### src/rtl/alu_arbiter.sv
// Two-requester front end for one registered ALU: grant, issue, capture, respond.
// Define ALU_ARB_RR_EN for round-robin arbitration; otherwise requester 0 has fixed priority.
module alu_arbiter #(
    parameter int Width = 8
) (
    input  logic                 Clk_i,
    input  logic                 Reset_i,
    input  logic [1:0]           Valid_i,
    input  logic [3:0]           Opc_i,
    input  logic [2*Width-1:0]   DinA_i,
    input  logic [2*Width-1:0]   DinB_i,
    output logic [1:0]           Accept_o,
    output logic [1:0]           AluOpc_o,
    output logic [Width-1:0]     AluDinA_o,
    output logic [Width-1:0]     AluDinB_o,
    input  logic [Width-1:0]     AluDout_i,
    input  logic                 AluOverFlow_i,
    output logic                 RspValid_o,
    input  logic                 RspReady_i,
    output logic                 RspId_o,
    output logic [Width-1:0]     RspDout_o,
    output logic                 RspOverFlow_o,
    output logic                 Busy_o,
    output logic [1:0]           DbgState_o
);

    // Handshakes: a request transfers on a rising edge where Valid_i[r] && Accept_o[r];
    // a response transfers on a rising edge where RspValid_o && RspReady_i.
    // Requesters hold Valid_i and their operand slices stable until accepted.

    typedef enum logic [1:0] {
        IDLE    = 2'd0,
        ISSUE   = 2'd1,
        CAPTURE = 2'd2,
        RESP    = 2'd3
    } state_t;

    state_t state;
    logic   grant;
    logic   any_valid;

`ifdef ALU_ARB_RR_EN
    logic last;
`endif

    always_comb begin
        any_valid = |Valid_i;
`ifdef ALU_ARB_RR_EN
        // A tie goes to whoever was not served last; a lone request wins outright.
        if (&Valid_i) grant = ~last;
        else          grant = ~Valid_i[0];
`else
        grant = ~Valid_i[0];
`endif
        Accept_o = 2'b00;
        if (state == IDLE && any_valid) Accept_o = grant ? 2'b10 : 2'b01;
    end

    assign DbgState_o = state;

    always_ff @(posedge Clk_i or posedge Reset_i) begin
        if (Reset_i) begin
            state         <= IDLE;
            AluOpc_o      <= '0;
            AluDinA_o     <= '0;
            AluDinB_o     <= '0;
            RspValid_o    <= 1'b0;
            RspId_o       <= 1'b0;
            RspDout_o     <= '0;
            RspOverFlow_o <= 1'b0;
            Busy_o        <= 1'b0;
`ifdef ALU_ARB_RR_EN
            last          <= 1'b1;
`endif
        end else begin
            case (state)
                IDLE: begin
                    if (any_valid) begin
                        AluOpc_o  <= grant ? Opc_i[3:2] : Opc_i[1:0];
                        AluDinA_o <= grant ? DinA_i[2*Width-1:Width] : DinA_i[Width-1:0];
                        AluDinB_o <= grant ? DinB_i[2*Width-1:Width] : DinB_i[Width-1:0];
                        RspId_o   <= grant;
                        Busy_o    <= 1'b1;
`ifdef ALU_ARB_RR_EN
                        last      <= grant;
`endif
                        state     <= ISSUE;
                    end
                end
                ISSUE: begin
                    state <= CAPTURE;
                end
                CAPTURE: begin
                    // ALU output is only meaningful in this cycle.
                    RspDout_o     <= AluDout_i;
                    RspOverFlow_o <= AluOverFlow_i;
                    RspValid_o    <= 1'b1;
                    state         <= RESP;
                end
                RESP: begin
                    if (RspReady_i) begin
                        RspValid_o <= 1'b0;
                        Busy_o     <= 1'b0;
                        state      <= IDLE;
                    end
                end
                default: state <= IDLE;
            endcase
        end
    end

endmodule
### config.mk
export PLATFORM = sky130hd
export DESIGN_NAME = alu_arbiter
export DESIGN_NICKNAME = d
export VERILOG_FILES = /design/src/rtl/alu_arbiter.sv
export SDC_FILE = /design/constraint.sdc
export NUM_CORES = 1
export LEC_CHECK = 0
export ABC_AREA = 1
export BUFFER_PORTS_ARGS = -buffer_cell sky130_fd_sc_hd__buf_4
export CORE_MARGIN = 2
export CORE_UTILIZATION = 45
export DETAILED_ROUTE_END_ITERATION = 12
export GPL_TIMING_DRIVEN = 1
export PLACE_DENSITY = 0.86
export REMOVE_ABC_BUFFERS = 1
export SLEW_MARGIN = 20
export SYNTH_ARGS = -nofsm -noshare
export SYNTH_HDL_FRONTEND = slang
export SYNTH_SLANG_ARGS = --single-unit
### constraint.sdc
create_clock -name Clk_i -period 2 [get_ports Clk_i]
set_input_delay 0.1 -clock Clk_i [delete_from_list [all_inputs] [get_ports Clk_i]]
set_output_delay 0.1 -clock Clk_i [all_outputs]
set_load 0.01 [all_outputs]
* Word level (Yosys, flattened, before mapping)
Cells that the tools add are included.
** Operators by class
- Eq/ne operators :: 5
- Multiplexer cells :: 12
- Shift-type cells :: 0
- Multipliers :: 0
- Bitwise gates (word level) :: 1
- Reductions and logical operators :: 9
- Divide/modulo/power cells :: 0
- Magnitude comparators :: 0
- Add/subtract/negate cells :: 0
** Operators by type and width (number)
- $mux W8 :: 2
- $mux W2 :: 5
- $pmux W2 S4 :: 1
- $reduce_and A2 Y1 :: 3
- $eq A2 B2 Y1 const B :: 2
- $ne A2 B2 Y1 const B :: 2
- $pmux W1 S2 :: 2
- $reduce_bool A2 Y1 :: 2
- $reduce_and A3 Y1 :: 1
- $eq A2 B1 Y1 const B :: 1
- $logic_not A2 Y1 :: 1
- $mux W1 :: 2
- $reduce_or A2 Y1 :: 1
- $logic_and A1 B1 Y1 :: 1
- $not A1 Y1 :: 1
** Word-level totals
- ROM bits :: 0
- Input bits :: 50
- Bits in latches :: 0
- Bits in writable memories :: 0
- Register bits after elaboration :: 32
- Output and inout bits :: 34
- Memories kept :: 0
- Logic and storage cells :: 36

* Longest topological paths before layout
- Word-level depth :: 3
- Mapped depth :: 8
- Depth with buffers taken out :: 6

* Worst setup path after synthesis
OpenSTA, ideal clock, no wires.
- Kind :: register to output
- Start :: register state[0], in the netlist DbgState_o[0]
- End :: output Accept_o[1]
- Path buffers :: 2
- Stages on the path, launching flop included :: 9
- Arrival :: 1.277 ns
- Data required time :: 1.900 ns
- Setup slack :: 0.623 ns
- Cell sequence :: dfrtp_1 > inv_1 > ha_1 > inv_2 > buf_6 > nor2_4 > buf_6 > nand2_1 > inv_1
** On the way
- Word-level cells in the longest chain between the ends :: 3
** Ends and longest elaborated chain
- start: declaration :: RTL line 38 : state_t state;
- start signal: assignment :: RTL line 63 : state <= IDLE;
- start signal: assignment :: RTL line 87 : state <= ISSUE;
- start signal: assignment :: RTL line 91 : state <= CAPTURE;
- $logic_not A2 Y1 :: RTL line 56 : if (state == IDLE && any_valid) Accept_o = grant ? 2'b10 : 2'b01;
- $logic_and A1 B1 Y1 :: RTL line 56
- $mux W2 :: RTL line 56
- end: declaration :: RTL line 12 : output logic [1:0] Accept_o,
No other way between the ends.

* Final worst setup path
- Start :: register state[0], in the netlist DbgState_o[0]
- End :: output Accept_o[0]
Same word-level chain as after synthesis.

==> results.cfg <==
[run_status]
status = completed

[yosys]
synth_seq_cells = 32
synth.avg_cell_area_um2 = 7.59
synth_top_cell_area_share_pct = 49.0
synth_largest_area_cell = dfrtp_1
synthTopCellsByArea = dfrtp_1 49%, nand2_1 29%, o21ai_0 5.8%, buf_6 3.4%, ha_1 3.1%
ys_warn_count = 0
synthCells = 215
ys_types = 18
seq_area_frac_synth_pct = 49.0
synth_area_mm2 = 0.00163

[place]
gp_congestion = 0.866
dp_hpwl_mm = 2.92
io_buffers = 83

[clock_network]
root_buffer = clkbuf_4
cts-htree-levels = 2
clock_latency_ns = 0.33
cts_tree = yes
clk_pin_slew_ns = 0.09
cts_buffers = 5
postCtsResizedCells = 0
clock_path_buffers = 2
clock_sinks = 32

[route]
drt-wirelength-per-cell_um = 11.4
ant_nets = 0
drtIter0Drc = 43
num_vias = 1628
drc = 0
routed_wl_mm = 4.06
vias_per_cell = 4.57
first_pass_iters = 4

[finish]
n_antenna_cell = 0
final_cell_mix = 127 x nand2_1, 88 x buf_4, 32 x dfrtp_1
nets = 363
drive_above_1_share_pct = 33.2
final_common_cell = nand2_1
area_growth_pct = 47.9
utilization_pct = 70.7

[sta]
finalCriticalPeriod_ns = 1.80
rsz0062_at_grt = no
setup_tns_ns = 0
max_slew_margin_pct = 72.2
maxSlewViolCount = 0
setup_viol = 0
hold_viol_final = 0
fmax_mhz = 556
skew_ns = 0.0110
worstMarginPinSlew_ns = 0.416
fin_crit_sh_pct = 89.9

[worst_setup_path]
rr_startpoint = DbgState_o[0]
criticalPathCategory = reg -> out
r2r_cells = 8
reg2reg_slack_ns = 0.29
crit_arrival_ns = 1.70
worstReg2RegEnd = RspId_o
cp.required_ns = 1.90
start_kind = register
crit_fanout = 20
cp-end-kind = output pin

[global_route]
grt.busiest_layer = met2
use_met2_pct = 39.6
use_met3_pct = 7.75
grt_pass1_vias = 1552
grt_pass1_wl_mm = 6.74
track_usage_pct = 21.2
overflow = 0
grt_max_degree = 22
use_met1_pct = 22.1
antenna_found_initial = 0

[floorplan]
rows = 21
ios = 84
die-area_mm2 = 0.00413
die_h_um = 64.2
dieWidth_um = 64.2
initial_core_util_pct = 47.8
core_mm2 = 0.00342

[power]
p_switching_w = 0.00120
sw_frac_of_total_pct = 39.1
internal-power_w = 0.00186
p_per_area_mw_per_mm2 = 1270
comb_power_share_pct = 50.7
ir_worst_vdd_mv = 0.568
p_leak_nw = 1.40
clockPowerShare_pct = 12.4
seqPwrFrac_pct = 37.0

[worst_hold_path]
hold_end = AluOpc_o[1]
hold_depth = 5
holdCritPathClass = in -> reg
hold_start = Opc_i[3]

[flow_run]
maxCapViolCount = 0
[flip-flops by register name, indices dropped and copies added (netlist names)]
name	count
RspDout_o	8
AluOpc_o	2
Busy_o	1
AluDinB_o	8
DbgState_o	2
RspId_o	1
RspOverFlow_o	1
RspValid_o	1
AluDinA_o	8
[routing by layer]
layer  vias to the layer above  part of all wire (%)
met3                         5                   8.5
met5                         -                     0
li1                        844                     -
met4                         0                   1.1
met1                       718                    39
met2                        61                    52
[what timing repair did]
action | CTS | global route
endpoints found under the setup margin | 1 | 0
hold endpoints to repair | 20 | 0
hold buffers | 10 | 0
setup buffers | 1 | 0
[layout make-up]
cell class                      instances  area (um^2)
Inverter                               10         37.5
Fill cell                             289         1000
Sequential cell                        32          801
Multi-Input combinational cell        162          699
Tap cell                               46         57.6
Clock buffer                            8         58.8
Timing Repair Buffer                   98          761
[critical path: stages, from the launching register on]
cell	delay (ns)
dfrtp_1	0.43
inv_1	0.13
ha_1	0.25
inv_2	0.17
nor3_2	0.23
buf_4	0.16
[synthesized netlist by cell type, drive strengths merged]
master	instances
nand2	128
nand3	3
o21ai	19
a21oi	2
ha	4
nor3	1
dfrtp	32
clkinv	1
clkbuf	1
buf	10
inv	9
or2	1
nor2	4
[metrics by stage]
step / cell area [um^2] / std cells / setup WS [ns] / total power, W / hold WS (ns)
after detailed placement: 2250 / 337 / 0.308 / 0.00267 / 0.120
after global routing: 2410 / 356 / 0.0828 / 0.00334 / 0.0478
after global placement: 2250 / 337 / 0.421 / 0.00261 / 0.117
after floorplan: 1540 / 204 / 0.556 / 0.00188 / 0.213
after CTS: 2410 / 356 / 0.187 / 0.00309 / 0.0399
final: 2410 / 356 / 0.202 / 0.00306 / 0.0563
[worst max-delay path by stage]
| stage | from | endpoint | depth (start not counted) |
|---|---|---|---|
| 6_report | DbgState_o[0] | Accept_o[0] | 5 |
| 2_1_floorplan | DbgState_o[0] | Accept_o[1] | 6 |
| 3_3_place_gp | DbgState_o[0] | Accept_o[1] | 7 |
| 4_1_cts | DbgState_o[0] | Accept_o[0] | 5 |
| 3_5_place_dp | DbgState_o[0] | RspId_o | 7 |
| 5_1_grt | DbgState_o[0] | Accept_o[0] | 5 |
[power by group through the flow]
| stage | combinational (W) | sequential (W) | clock [W] |
|---|---|---|---|
| after floorplan | 0.000614 | 0.00127 | 0 |
| after global placement | 0.00149 | 0.00113 | 0 |
| after detailed placement | 0.00153 | 0.00114 | 0 |
| after CTS | 0.00157 | 0.00113 | 0.000391 |
| after global routing | 0.00174 | 0.00118 | 0.000428 |
| final | 0.00155 | 0.00113 | 0.000378 |
[kinds of logic after synthesis]
logic type      count (synthesis)  synth area share (%)
compound gates                 21                  6.44
fa+ha+maj                       4                  3.07
buf+inv                        21                  8.12
flops                          32                  49.0
simple gates                  137                  33.3
Power figures use the tool's default switching activity.
